<file path="src/rtl/star_bank.sv">
// -----------------------------------------------------------------------------
// star_bank
// Manager for N_STARS collectible stars. Holds fixed world positions, a
// per-star enable mask, and scans one star per cycle against a snapshot of the
// character position taken once per sweep. Collections raise a one-cycle
// touch_pulse, bump a saturating score and optionally re-enable the star after
// RESPAWN_CYC cycles. A combinational read port serves the sprite renderer.
//
// Ports
//   sys_clk       : clock, all state on rising edge
//   RST           : synchronous active-high reset
//   level_clr     : synchronous restart (re-enable all, zero score, keep ptr)
//   char_X/char_Y : character world position (top-left)
//   bg_pos        : background scroll offset
//   rd_idx        : renderer star select
//   rd_x/rd_y     : star screen X (world X - bg_pos, mod 1024) / star Y
//   rd_en         : star present flag for rd_idx (0 when rd_idx >= N_STARS)
//   en_mask       : per-star present flags
//   touch_pulse   : one-cycle collection pulse
//   touch_idx     : index of the last collected star
//   score         : saturating collected count
//   all_collected : registered (en_mask == 0)
// -----------------------------------------------------------------------------
module star_bank #(
    parameter int unsigned           N_STARS     = 8,
    parameter int unsigned           STAR_W      = 12,
    parameter int unsigned           STAR_H      = 12,
    parameter int unsigned           CHAR_W      = 12,
    parameter int unsigned           CHAR_H      = 12,
    parameter logic [10*N_STARS-1:0] X_INIT      = '0,
    parameter logic [10*N_STARS-1:0] Y_INIT      = '0,
    parameter int unsigned           RESPAWN_CYC = 0,
    parameter int unsigned           SCORE_W     = 8,
    localparam int unsigned          IW          = (N_STARS > 1) ? $clog2(N_STARS) : 1
) (
    input  logic               sys_clk,
    input  logic               RST,
    input  logic               level_clr,
    input  logic [9:0]         char_X,
    input  logic [9:0]         char_Y,
    input  logic [9:0]         bg_pos,
    input  logic [IW-1:0]      rd_idx,
    output logic [9:0]         rd_x,
    output logic [9:0]         rd_y,
    output logic               rd_en,
    output logic [N_STARS-1:0] en_mask,
    output logic               touch_pulse,
    output logic [IW-1:0]      touch_idx,
    output logic [SCORE_W-1:0] score,
    output logic               all_collected
);

    // Position tables padded to a power of two so any rd_idx/ptr value indexes
    // a defined entry; padding entries read as zero / not present.
    localparam int unsigned NTAB = 1 << IW;

    logic [9:0] tab_x  [NTAB];
    logic [9:0] tab_y  [NTAB];
    logic       tab_en [NTAB];

    for (genvar g = 0; g < NTAB; g++) begin : g_tab
        if (g < N_STARS) begin : g_real
            assign tab_x[g]  = X_INIT[10*g +: 10];
            assign tab_y[g]  = Y_INIT[10*g +: 10];
            assign tab_en[g] = en_mask[g];
        end else begin : g_pad
            assign tab_x[g]  = '0;
            assign tab_y[g]  = '0;
            assign tab_en[g] = 1'b0;
        end
    end

    // ------------------------------------------------------------------
    // Read port
    // ------------------------------------------------------------------
    always_comb begin
        rd_x  = '0;
        rd_y  = '0;
        rd_en = 1'b0;
        if (32'(rd_idx) < N_STARS) begin
            rd_x  = tab_x[rd_idx] - bg_pos;
            rd_y  = tab_y[rd_idx];
            rd_en = tab_en[rd_idx];
        end
    end

    // ------------------------------------------------------------------
    // Scan pointer, snapshot and overlap comparator
    // ------------------------------------------------------------------
    logic [IW-1:0]      ptr;
    logic [IW-1:0]      ptr_next;
    logic               ptr_last;
    logic [9:0]         snap_X;
    logic [9:0]         snap_Y;
    logic               snap_valid;
    logic [10:0]        star_x11;
    logic [10:0]        star_y11;
    logic [10:0]        snap_x11;
    logic [10:0]        snap_y11;
    logic               hit;
    logic               collect;
    logic [N_STARS-1:0] collect_oh;
    logic [N_STARS-1:0] respawn;
    logic [N_STARS-1:0] en_next;

    assign ptr_last = (ptr == IW'(N_STARS - 1));
    assign ptr_next = ptr_last ? '0 : ptr + 1'b1;

    always_comb begin
        star_x11 = {1'b0, tab_x[ptr]};
        star_y11 = {1'b0, tab_y[ptr]};
        snap_x11 = {1'b0, snap_X};
        snap_y11 = {1'b0, snap_Y};
        // 11-bit sums: boxes near the right/bottom edge must not wrap.
        hit = (snap_x11 <= star_x11 + 11'(STAR_W)) &&
              (snap_x11 + 11'(CHAR_W) >= star_x11) &&
              (snap_y11 <= star_y11 + 11'(STAR_H)) &&
              (snap_y11 + 11'(CHAR_H) >= star_y11);
        collect = hit && snap_valid && tab_en[ptr];
    end

    always_comb begin
        collect_oh = '0;
        for (int unsigned i = 0; i < N_STARS; i++) begin
            collect_oh[i] = collect && (ptr == IW'(i));
        end
    end

    // Hit and respawn never touch the same star in one cycle: a hit needs the
    // star enabled, a respawn needs it disabled.
    always_comb begin
        en_next = (en_mask | respawn) & ~collect_oh;
    end

    // ------------------------------------------------------------------
    // Respawn counters
    // ------------------------------------------------------------------
    if (RESPAWN_CYC > 0) begin : g_resp
        localparam int unsigned CW = (RESPAWN_CYC > 1) ? $clog2(RESPAWN_CYC) : 1;

        logic [CW-1:0] resp_cnt [N_STARS];

        always_comb begin
            respawn = '0;
            for (int unsigned i = 0; i < N_STARS; i++) begin
                respawn[i] = !en_mask[i] && (resp_cnt[i] == CW'(RESPAWN_CYC - 1));
            end
        end

        always_ff @(posedge sys_clk) begin
            for (int unsigned i = 0; i < N_STARS; i++) begin
                if (RST || level_clr) begin
                    resp_cnt[i] <= '0;
                end else if (collect_oh[i] || respawn[i]) begin
                    resp_cnt[i] <= '0;
                end else if (!en_mask[i]) begin
                    resp_cnt[i] <= resp_cnt[i] + 1'b1;
                end
            end
        end
    end else begin : g_no_resp
        assign respawn = '0;
    end

    // ------------------------------------------------------------------
    // Main state
    // ------------------------------------------------------------------
    always_ff @(posedge sys_clk) begin
        if (RST) begin
            ptr           <= '0;
            en_mask       <= '1;
            score         <= '0;
            touch_pulse   <= 1'b0;
            touch_idx     <= '0;
            all_collected <= 1'b0;
            snap_valid    <= 1'b0;
            snap_X        <= '0;
            snap_Y        <= '0;
        end else begin
            // The scan keeps running through level_clr; only the game state
            // restarts, and the snapshot is invalidated until the next sweep.
            ptr <= ptr_next;
            if (level_clr) begin
                en_mask       <= '1;
                score         <= '0;
                touch_pulse   <= 1'b0;
                touch_idx     <= '0;
                all_collected <= 1'b0;
                snap_valid    <= 1'b0;
            end else begin
                en_mask       <= en_next;
                all_collected <= (en_next == '0);
                touch_pulse   <= collect;
                if (collect) begin
                    touch_idx <= ptr;
                    if (score != '1) begin
                        score <= score + 1'b1;
                    end
                end
                if (ptr_last) begin
                    snap_X     <= char_X;
                    snap_Y     <= char_Y;
                    snap_valid <= 1'b1;
                end
            end
        end
    end

endmodule

</file>
<file path="config.mk">
export PLATFORM = sky130hd
export DESIGN_NAME = star_bank
export DESIGN_NICKNAME = d
export VERILOG_FILES = /design/src/rtl/star_bank.sv
export SDC_FILE = /design/constraint.sdc
export NUM_CORES = 1
export LEC_CHECK = 0
export CORE_MARGIN = 1
export CORE_UTILIZATION = 34
export DETAILED_ROUTE_END_ITERATION = 7
export PLACE_DENSITY = 0.74
export SLEW_MARGIN = 20
export SYNTH_ARGS = -nofsm -noshare
export SYNTH_HDL_FRONTEND = slang
export SYNTH_SLANG_ARGS = --single-unit
export TNS_END_PERCENT = 30
</file>
<file path="constraint.sdc">
create_clock -name sys_clk -period 3.8 [get_ports sys_clk]
set_clock_uncertainty 0.15 [all_clocks]
set_input_delay 0.76 -clock sys_clk [delete_from_list [all_inputs] [get_ports sys_clk]]
set_output_delay 0.76 -clock sys_clk [all_outputs]
set_load 0.005 [all_outputs]
</file>
-- Yosys cells after proc, flatten, opt, wreduce, memory -nomap -nowiden
Memories as Yosys holds them, arrays and structs flattened.
Cells that the tools add are included.
- register bits: 45
- memories: 2
- ROM bits: 160
- word-level logic and storage cells: 65
- bits of input ports: 36
- output and inout bits: 42
- memories (name ; depth ; width ; rd ports ; clocked after Yosys merged registers in ; wr ports ; RTL line ; source):
    (name not given) ; 8 ; 10 ; 1 ; 0 ; 0 ; 111 ; star_y11 = {1'b0, tab_y[ptr]};
    (name not given) ; 8 ; 10 ; 1 ; 0 ; 0 ; 82 ; rd_y = tab_y[rd_idx];
- magnitude comparators: 6
- multiplexer cells: 10
- bitwise gates (word level): 5
- reductions and logical operators: 19
- $add $sub $neg: 6
- eq/ne operators: 8
- operator list (cell ; number):
    $mux W10 ; 4
    $add A10 B4 Y11 const B ; 3
    $ge A11 B10 Y1 ; 2
    $le A10 B11 Y1 ; 2
    $logic_and A1 B1 Y1 ; 13
    $eq A3 B3 Y1 const B ; 4
    $sub A10 B10 Y10 ; 1
    $add A8 B1 Y8 const B ; 1
    $and A8 B8 Y8 ; 1
    $ge A4 B4 Y1 const B ; 2
    $logic_not A8 Y1 ; 1
    $ne A8 B8 Y1 const B ; 1
    $not A3 Y4 ; 2
    $not A8 Y8 ; 1
    $bmux W1 S3 ; 2
    $eq A3 B2 Y1 const B ; 2
    $mux W1 ; 4
    $reduce_and A2 Y1 ; 2
    $reduce_or A2 Y1 ; 2
    $add A3 B1 Y3 const B ; 1
    $eq A3 B1 Y1 const B ; 1
    $logic_not A3 Y1 ; 1
    $not A1 Y1 ; 1

-- Depth between registers and ports, before layout
Gate-level depths: netlist (run 1).
- depth in word-level cells: 15
- depth in mapped cells: 7
- depth with buffers taken out: 6

-- Worst setup path after synthesis (run 1)
OpenSTA, ideal clock, no wires.
- kind: input to output
- start: input port bg_pos[3]
- end: output port rd_x[9]
- stages: 5
- buffers on the path: 0
- data required time: 2890 ps
- data arrival time: 1666 ps
- setup slack: 1224 ps
- cells stage by stage: nor2_1 nand3b_1 or3_1 nor3_1 xnor2_1
- word-level cells in the longest chain between the ends: 1
- RTL lines (item ; RTL line ; source):
    from (decl) ; 41 ; input logic [9:0] bg_pos,
    $sub A10 B10 Y10 ; 81 ; rd_x = tab_x[rd_idx] - bg_pos;
    to (decl) ; 43 ; output logic [9:0] rd_x,
No other way between the ends.

-- Worst setup path after layout (run 1)
Same ends and word-level chain as after synthesis.

==> results of run 1 <==
logic make-up after synthesis:
group                      count (synthesis)  share of synthesized area, %
AOI/OAI and AO/OA                         47                          14.0
xor gates and xnor gates                   8                          3.17
adders and majority gates                  8                          4.54
buffers and inverters                     32                          7.99
DFF                                       45                          40.8
muxes                                      8                          6.12
other                                      1                         0.170
and+or+nand+nor                          108                          23.2
cell usage after synthesis, types with 2 or more instances:
library cell / instances / area (sq um)
nand2b_1: 2 / 12.5
clkbuf_1: 10 / 37.5
a21oi_1: 26 / 130
o311ai_1: 2 / 17.5
ha_1: 8 / 100
dfxtp_1: 45 / 901
o211ai_1: 2 / 15.0
mux4_2: 4 / 90.1
o31ai_1: 3 / 22.5
xnor2_1: 4 / 35.0
nor3_1: 6 / 30.0
nand3_1: 6 / 30.0
nor2_1: 10 / 37.5
or3_1: 6 / 37.5
nand3b_1: 2 / 15.0
nand4_1: 3 / 18.8
buf_6: 2 / 22.5
mux2i_1: 2 / 20.0
nor4_1: 3 / 18.8
inv_1: 9 / 33.8
nor3b_1: 2 / 15.0
buf_4: 11 / 82.6
o21ai_0: 2 / 10.0
o41ai_2: 2 / 32.5
xor2_1: 4 / 35.0
a31oi_1: 2 / 12.5
nand2_1: 60 / 225
o41ai_1: 4 / 35.0
state kept, by name (all words and copies together) (netlist names):
name / cells
all_collected: 1
touch_idx: 3
snap_X: 10
touch_pulse: 1
snap_valid: 1
ptr: 3
snap_Y: 10
en_mask: 8
score: 8
worst max-delay path by stage:
stage,cells past startpoint,to,slack [ns]
final,7,rd_x[9],0.17
after global routing,7,rd_x[9],0.02
after CTS,7,rd_x[9],0.16
after detailed placement,7,rd_x[9],0.16
after global placement,7,rd_x[9],0.20
after floorplan,5,rd_x[9],1.22
power by group:
part	leakage, nW	switching, mW	internal, mW
sequential	0.363	0.00597	0.474
combinational	0.615	0.0378	0.0602
clock	0.0681	0.162	0.261
per-stage QoR:
stage / cell area, sq um / setup WS [ns] / util, % / std cells
6_report: 3020 / 0.174 / 49.5 / 396
2_1_floorplan: 2240 / 1.22 / - / 266
3_5_place_dp: 2890 / 0.164 / 47.3 / 388
5_1_grt: 3020 / 0.0201 / 49.5 / 396
4_1_cts: 3020 / 0.159 / 49.5 / 396
3_3_place_gp: 2890 / 0.201 / 47.3 / 388
layer usage:
| layer | up-vias | global-route usage [%] | wire length (um) |
|---|---|---|---|
| met4 | 0 | 3.10 | 51 |
| met1 | 900 | 18.7 | 2170 |
| li1 | 997 | - | - |
| met3 | 10 | 5.16 | 402 |
| met5 | - | 0 | 0 |
| met2 | 73 | 26.8 | 2260 |
worst max-delay path, delay by kind of cell:
kind                   cells  cell delay [ns]
buffers and inverters      2             0.97
AND/OR/NAND/NOR            4             0.85
XOR/XNOR                   1             0.14
area by class of cell:
class / count / area [sq um] / area share (%)
Multi-Input combinational cell: 189 / 1160 / 38.5
Sequential cell: 45 / 901 / 29.8
Timing Repair Buffer: 70 / 693 / 23.0
Tap cell: 75 / 93.8 / 3.11
Clock buffer: 5 / 68.8 / 2.28
Clock inverter: 3 / 65.1 / 2.15
Inverter: 9 / 33.8 / 1.12
==> impl_metrics.csv, run 1 <==
group,metric,value,unit
clock_network,clock_latency,0.29,ns
yosys,synthArstFlopShare,0,%
sta,worst_pin_slew,0.693,ns
finish,layout_commonest_cell,"clkdlybuf4s50_1",
sta,drv_slew,0,
global_routing,grt_use_total,15.5,%
clock_network,clock_path_buffers,2,
sta,layout_min_cycle_time,3.63,ns
critical_path,slowest_delay,0.51,ns
route,drt-total-wl,4880,um
yosys,synth_cell_types,43,
clock_network,cts_setup_buffers,0,
yosys,syn_area,2210,sq um
finish,n_antenna_cell,0,
clock_network,numCtsBuffers,5,
critical_path,timing.rr.start,"snap_X[5]$_SDFFE_PP0P_",
place,gp_congestion,0.911,
floorplan,dieArea,6820,sq um
clock_network,root_buffer,"clkbuf_8",
route,drt_first_iter_violations,159,
finish,fin_nets,364,
sta,relSlewSlack,53.8,%
floorplan,core_area,6100,sq um
route,drc,0,
global_routing,antenna_found_initial,0,
critical_path,path_common_cell,"clkdlybuf4s50_1",
finish,final_cell_mix,"clkdlybuf4s50_1 (67), nand2_1 (60), dfxtp_1 (45), a21oi_1 (26)",
critical_path,critPathArrivalTime,2.72,ns
hold_path,holdCritStartpoint,"snap_Y[4]$_SDFFE_PP0P_",
yosys,ys.flop_type,"dfxtp_1",
critical_path,end_kind,"output pin",
critical_path,cp-startpoint,"bg_pos[3]",
critical_path,critPathLaunchType,"input pin",
sta,hold_ws,0.309,ns
floorplan,io_pins,78,
yosys,ys_ff_latch,45,
critical_path,path_cells,"clkdlybuf4s50_1 -> nor2_1 -> nand3b_1 -> or3_1 -> nor3_1 -> xnor2_1 -> clkdlybuf4s50_1",
critical_path,cp_max_fo,3,
finish,drive_above_1_share,7.17,%
global_routing,grt_pass1_vias,1821,
power,peakVddDrop,214,uV
route,dr.pass1.iters,4,
finish,fill_cells,606,
sta,rsz0062_at_grt,"false",
sta,setup_tns,0,ns
power,power.total,1.00,mW
yosys,synth-edff-count,0,
place,io_buffers,67,
yosys,avgSynthCellArea,8.59,sq um
power,power.density,332,nW/um^2
global_routing,grt_remaining_overflow,0,
route,wire_per_inst,12.3,um
clock_network,cts_hold_buffers,0,
clock_network,cts_sinks,45,
yosys,synth-warning-count,0,
yosys,ys_seq_area_share,40.8,%
route,viasPerCell,5.00,
floorplan,rows,28,
job,drv_cap,0,
sta,setup_viol,0,
run_status,status,"finished, final reports clean",
critical_path,rrSetupSlack,1.26,ns
critical_path,worstPathRequired,2.89,ns
global_routing,grt_max_degree,22,
route,vias,1980,
floorplan,die_w,82.6,um
hold_path,min_to,"snap_Y[4]$_SDFFE_PP0P_",
sta,post-route-period-util,95.4,%
yosys,synth_cells,257,
floorplan,die_y,82.6,um
hold_path,holdPathStages,2,
sta,hold_viol_final,0,
clock_network,ctsResizeCount,0,
hold_path,hold_path.class,"flip-flop to flip-flop",
route,final_antenna_net_count,0,
critical_path,ff2ff_path_depth,5,
clock_network,htreeDepth,2,
critical_path,crit_slowest_cell,"clkdlybuf4s50_1",
clock_network,path_clk_slew,0.08,ns
critical_path,critical_path_class,"input pin to output pin",
power,p_leak,1.05,nW
place,dp_hpwl,3710,um
floorplan,start_util,36.2,%
clock_network,cts_tree,"built",
finish,synthToLayoutAreaGrowth,36.8,%
global_routing,grt_first_pass_wirelength,8100,um
sta,clock.fmax,276,MHz
critical_path,worstReg2RegEnd,"score[4]$_SDFFE_PP0P_",
Power figures use the tool's default switching activity.
==> inputs of run 2 (changes only) <==
Settings changed: CORE_UTILIZATION 34 to 40, CTS_CLUSTER_DIAMETER set to 100, PLACE_DENSITY 0.74 to 0.83, SKIP_LAST_GASP set to 1.
==> run 2 against run 1 <==
Against the previous run:
- total power down 5.5%
- worst setup slack worse by 0.026 ns
- sequential power about the same
- largest power group unchanged
==> impl_metrics.csv, run 2 (synthesized netlist as in run 1, its figures left out) <==
group,metric,value,unit
route,viasPerCell,5.08,
finish,fin_nets,364,
power,peakVddDrop,193,uV
global_routing,grt_use_total,17.8,%
global_routing,grt_remaining_overflow,0,
clock_network,cts_hold_buffers,0,
clock_network,htreeDepth,2,
critical_path,cp_max_fo,3,
route,met3WireLength,291,um
floorplan,die_w,76.3,um
clock_network,cts_sinks,45,
sta,post-route-period-util,96.1,%
finish,fill_cells,476,
place,dp_hpwl,3610,um
route,wire_per_inst,12.5,um
finish,synthToLayoutAreaGrowth,35.8,%
critical_path,end_kind,"output pin",
route,vias,1986,
finish,drive_above_1_share,7.48,%
finish,layout_commonest_cell,"clkdlybuf4s50_1",
critical_path,cp-startpoint,"bg_pos[3]",
global_routing,grt_max_degree,28,
clock_network,cts_tree,"built",
clock_network,clock_latency,0.30,ns
floorplan,io_pins,78,
clock_network,cts_setup_buffers,0,
clock_network,path_clk_slew,0.09,ns
critical_path,critical_path_class,"input pin to output pin",
route,drc,0,
critical_path,ff2ff_path_depth,5,
critical_path,timing.rr.start,"snap_X[5]$_SDFFE_PP0P_",
sta,layout_min_cycle_time,3.65,ns
floorplan,core_area,5200,sq um
global_routing,grt_first_pass_wirelength,8510,um
job,drv_cap,0,
finish,n_antenna_cell,0,
hold_path,hold_path.class,"flip-flop to flip-flop",
floorplan,die_y,76.3,um
critical_path,critPathArrivalTime,2.74,ns
sta,drv_slew,0,
critical_path,rrSetupSlack,1.26,ns
sta,setup_viol,0,
clock_network,root_buffer,"clkbuf_8",
route,wl_met1,2230,um
clock_network,clock_path_buffers,2,
run_status,status,"finished, final reports clean",
sta,worst_pin_slew,0.677,ns
global_routing,antenna_found_initial,0,
route,drt_first_iter_violations,178,
route,final_antenna_net_count,0,
critical_path,critical_path.endpoint,"rd_x[9]",
floorplan,dieArea,5820,sq um
finish,final_cell_mix,"clkdlybuf4s50_1 (67), nand2_1 (60), dfxtp_1 (45), a21oi_1 (26), conb_1 (10)",
place,gp_congestion,0.899,
critical_path,worstReg2RegEnd,"score[4]$_SDFFE_PP0P_",
sta,setup_tns,0,ns
route,dr.pass1.iters,4,
floorplan,rows,26,
floorplan,start_util,42.4,%
route,drt-total-wl,4880,um
route,top_layer_used,"met4",
route,routed-wl-met2,2320,um
power,p_leak,1.03,nW
finish,fin_cells,391,
critical_path,critPathLaunchType,"input pin",
critical_path,worstPathRequired,2.89,ns
clock_network,numCtsBuffers,5,
global_routing,grt_pass1_vias,1861,
sta,relSlewSlack,54.9,%
finish,largest_registers,"snap_X (10), snap_Y (10)",
sta,hold_viol_final,0,
place,placedCellCount,383,
sta,rsz0062_at_grt,"false",
power,power.density,316,nW/um^2
sta,clock.fmax,274,MHz
place,io_buffers,67,
[run 2: changes by cell type in the layout (fill, tap and decap cells not counted)]
cell,change
bufinv_16,-1
nor2_2,+1
nor2_1,-1
clkinvlp_4,+1
clkinv_4,+1
clkinv_2,-1
[run 2: critical path, cell delays in order]
cell and delay (ns):
clkdlybuf4s50_1 0.46, nor2_2 0.17, nand3b_1 0.11, or3_1 0.35, nor3_1 0.21, xnor2_1 0.16, clkdlybuf4s50_1 0.52
[run 2: layout make-up]
cell class,count,area [sq um],area share [%]
clock buffer,5,68.8,2.30
sequential,45,901,30.1
multi-input combinational,189,1170,38.9
inverter,9,33.8,1.13
clock inverter,3,46.3,1.54
timing repair buffer,70,693,23.1
tap,70,87.6,2.92
[run 2: per-stage QoR]
stage          hold slack (ns)  instance area (sq um)  power (mW)  utilization [%]  worst slack [ns]
2_1_floorplan            0.281                   2240       0.535                -              1.22
3_3_place_gp             0.290                   2880       0.588             55.3             0.210
3_5_place_dp             0.293                   2880       0.590             55.3            0.0963
4_1_cts                  0.305                   2990       0.959             57.5            0.0970
5_1_grt                  0.333                   3000       0.988             57.6            0.0353
6_report                 0.305                   3000       0.946             57.6             0.148
[run 2: how the worst min path moves through the flow]
| stage | startpoint | endpoint | slack (ns) | cells past startpoint |
|---|---|---|---|---|
| after floorplan | snap_X[6]$_SDFFE_PP0P_ | snap_X[6]$_SDFFE_PP0P_ | 0.28 | 2 |
| after global placement | snap_X[6]$_SDFFE_PP0P_ | snap_X[6]$_SDFFE_PP0P_ | 0.29 | 2 |
| after detailed placement | snap_X[6]$_SDFFE_PP0P_ | snap_X[6]$_SDFFE_PP0P_ | 0.29 | 2 |
| after CTS | snap_X[6]$_SDFFE_PP0P_ | snap_X[6]$_SDFFE_PP0P_ | 0.31 | 2 |
| after global routing | snap_X[7]$_SDFFE_PP0P_ | snap_X[7]$_SDFFE_PP0P_ | 0.33 | 2 |
| final | snap_X[6]$_SDFFE_PP0P_ | snap_X[6]$_SDFFE_PP0P_ | 0.30 | 2 |
[run 2: per-layer routing]
metal | GRT usage [%] | up-vias
met5 | 0 | -
met1 | 22.8 | 911
met2 | 29.5 | 67
met3 | 5.03 | 5
met4 | 4.04 | 0
li1 | - | 1003
[run 2: timing repair]
action                                 4_1_cts  5_1_grt
endpoints found under the hold margin        0        0
gates resized for setup                      0        1
setup endpoints to repair                    0        1
[run 2: power by group]
group / total (mW) / leakage, nW / switching, mW / internal [mW]
registers: 0.481 / 0.363 / 0.00628 / 0.474
clock network: 0.367 / 0.0543 / 0.170 / 0.197
logic: 0.0988 / 0.615 / 0.0385 / 0.0604
total: 0.946 / 1.03 / 0.215 / 0.732
==> inputs of run 3 (changes only) <==
Settings changed: CTS_CLUSTER_SIZE set to 25, PLACE_DENSITY 0.83 to 0.77.
==> run 3 against run 2 <==
Against the previous run:
- clock power fell by 19%
- via count up 0.55%
- sequential cell count unchanged
- worst setup slack gained 0.0080 ns
- non-clock buffer count stayed put
- cell count decreased by 0.26%
- register-to-register slack improved by 0.03 ns
- die area stayed put
- first-iteration DRC count decreased by 7.3%
- combinational power about the same
- count of clock-buffer cells in the layout rose by 2
- highest routed layer unchanged
==> impl_metrics.csv, run 3 (synthesized netlist as in run 1, its figures left out) <==
group,metric,value,unit
finish,multi_input_area,1160,sq um
critical_path,path_cells,"clkdlybuf4s50_1 -> nor2_1 -> nand3b_1 -> or3_1 -> nor3_1 -> xnor2_1 -> clkdlybuf4s50_1",
route,dr.pass1.iters,4,
sta,setup_viol,0,
clock_network,clock_latency,0.30,ns
critical_path,slowest_delay,0.51,ns
finish,drive_above_1_share,6.56,%
route,final_antenna_net_count,0,
floorplan,die_w,76.3,um
sta,hold_viol_final,0,
finish,final_cell_mix,"clkdlybuf4s50_1 (67), nand2_1 (60), dfxtp_1 (45), a21oi_1 (26)",
route,drt_first_iter_violations,165,
floorplan,dieArea,5820,sq um
sta,relSlewSlack,52.0,%
place,dp_hpwl,3470,um
clock_network,htreeDepth,2,
global_routing,grt_max_degree,29,
global_routing,grt_pass1_vias,1969,
finish,layout_commonest_cell,"clkdlybuf4s50_1",
route,drt-total-wl,4800,um
power,power.total,874,uW
clock_network,path_clk_slew,0.07,ns
sta,hold_ws,0.306,ns
sta,clock.fmax,274,MHz
critical_path,worstPathRequired,2.89,ns
clock_network,clock_path_buffers,2,
power,p_leak,1.02,nW
sta,post-route-period-util,95.9,%
sta,drv_slew,0,
power,power.density,295,nW/um^2
finish,final-seq-area,901,sq um
critical_path,path_common_cell,"clkdlybuf4s50_1",
sta,layout_min_cycle_time,3.64,ns
power,peakVddDrop,150,uV
critical_path,crit_slowest_cell,"clkdlybuf4s50_1",
route,drc,0,
clock_network,ctsResizeCount,0,
critical_path,end_kind,"output pin",
route,wire_per_inst,12.3,um
clock_network,cts_tree,"built",
floorplan,start_util,42.4,%
critical_path,worstReg2RegEnd,"score[4]$_SDFFE_PP0P_",
place,io_buffers,67,
critical_path,critical_path_class,"input pin to output pin",
clock_network,cts_hold_buffers,0,
finish,fill_cells,488,
sta,worst_pin_slew,0.721,ns
job,drv_cap,0,
clock_network,root_buffer,"clkbuf_8",
critical_path,cp_max_fo,3,
finish,fin_nets,364,
global_routing,antenna_found_initial,0,
route,vias,1997,
finish,n_antenna_cell,0,
critical_path,rrSetupSlack,1.29,ns
critical_path,ff2ff_path_depth,5,
floorplan,die_y,76.3,um
sta,setup_tns,0,ns
route,viasPerCell,5.12,
floorplan,rows,26,
critical_path,critical_path.endpoint,"rd_x[9]",
global_routing,grt_use_total,18.0,%
critical_path,critPathArrivalTime,2.73,ns
critical_path,cp-startpoint,"bg_pos[3]",
floorplan,core_area,5200,sq um
clock_network,cts_setup_buffers,0,
global_routing,grt_first_pass_wirelength,8620,um
hold_path,holdPathStages,2,
place,gp_congestion,0.892,
clock_network,cts_sinks,45,
critical_path,critPathLaunchType,"input pin",
critical_path,timing.rr.start,"snap_X[5]$_SDFFE_PP0P_",
finish,largest_registers,"snap_X (10), snap_Y (10)",
run_status,status,"finished, final reports clean",
finish,synthToLayoutAreaGrowth,34.4,%
clock_network,numCtsBuffers,5,
hold_path,hold_path.class,"flip-flop to flip-flop",
floorplan,io_pins,78,
global_routing,grt_remaining_overflow,0,
sta,rsz0062_at_grt,"false",
[run 3: cell types whose count changed in the layout (fill, tap and decap cells not counted), sizes merged]
cell	delta
clkinv	-1
bufinv	-1
clkinvlp	-1
clkbuf	+2
[run 3: per-stage QoR]
stage / std cells / util, % / setup slack, ns / cell area, sq um
5_1_grt: 390 / 57.0 / 0.0598 / 2970
2_1_floorplan: 266 / - / 1.22 / 2240
4_1_cts: 390 / 57.0 / 0.157 / 2970
6_report: 390 / 57.0 / 0.156 / 2970
3_3_place_gp: 383 / 55.3 / 0.204 / 2880
3_5_place_dp: 383 / 55.3 / 0.154 / 2880
[run 3: critical path, delay by kind of cell]
| family | cells | cell delay [ns] |
|---|---|---|
| buf+inv | 2 | 0.97 |
| simple gates | 4 | 0.86 |
| xor+xnor | 1 | 0.14 |
[run 3: worst min-delay path by stage]
stage / from / end / slack [ns]
2_1_floorplan: snap_X[6]$_SDFFE_PP0P_ / snap_X[6]$_SDFFE_PP0P_ / 0.28
3_3_place_gp: snap_X[6]$_SDFFE_PP0P_ / snap_X[6]$_SDFFE_PP0P_ / 0.29
3_5_place_dp: snap_X[2]$_SDFFE_PP0P_ / snap_X[2]$_SDFFE_PP0P_ / 0.30
4_1_cts: snap_X[2]$_SDFFE_PP0P_ / snap_X[2]$_SDFFE_PP0P_ / 0.31
5_1_grt: snap_Y[7]$_SDFFE_PP0P_ / snap_Y[7]$_SDFFE_PP0P_ / 0.34
6_report: snap_X[2]$_SDFFE_PP0P_ / snap_X[2]$_SDFFE_PP0P_ / 0.31
[run 3: final cells by class]
class / instances / share of cell area, %
multi-input combinational: 189 / 39.2
timing repair buffer: 70 / 23.4
tap: 70 / 2.95
inverter: 9 / 1.14
clock buffer: 7 / 2.91
sequential: 45 / 30.4
[run 3: power breakdown]
group	internal, mW	total (mW)	switching [mW]
sequential	0.474	0.480	0.00587
combinational	0.0604	0.0985	0.0380
clock	0.144	0.296	0.151
[run 3: layer usage]
metal / vias up / routed length [um] / GRT usage, %
met5: - / 0 / 0
met4: 0 / 61 / 7.50
met3: 7 / 382 / 4.67
met2: 100 / 2230 / 29.4
met1: 892 / 2130 / 22.4
li1: 998 / - / -
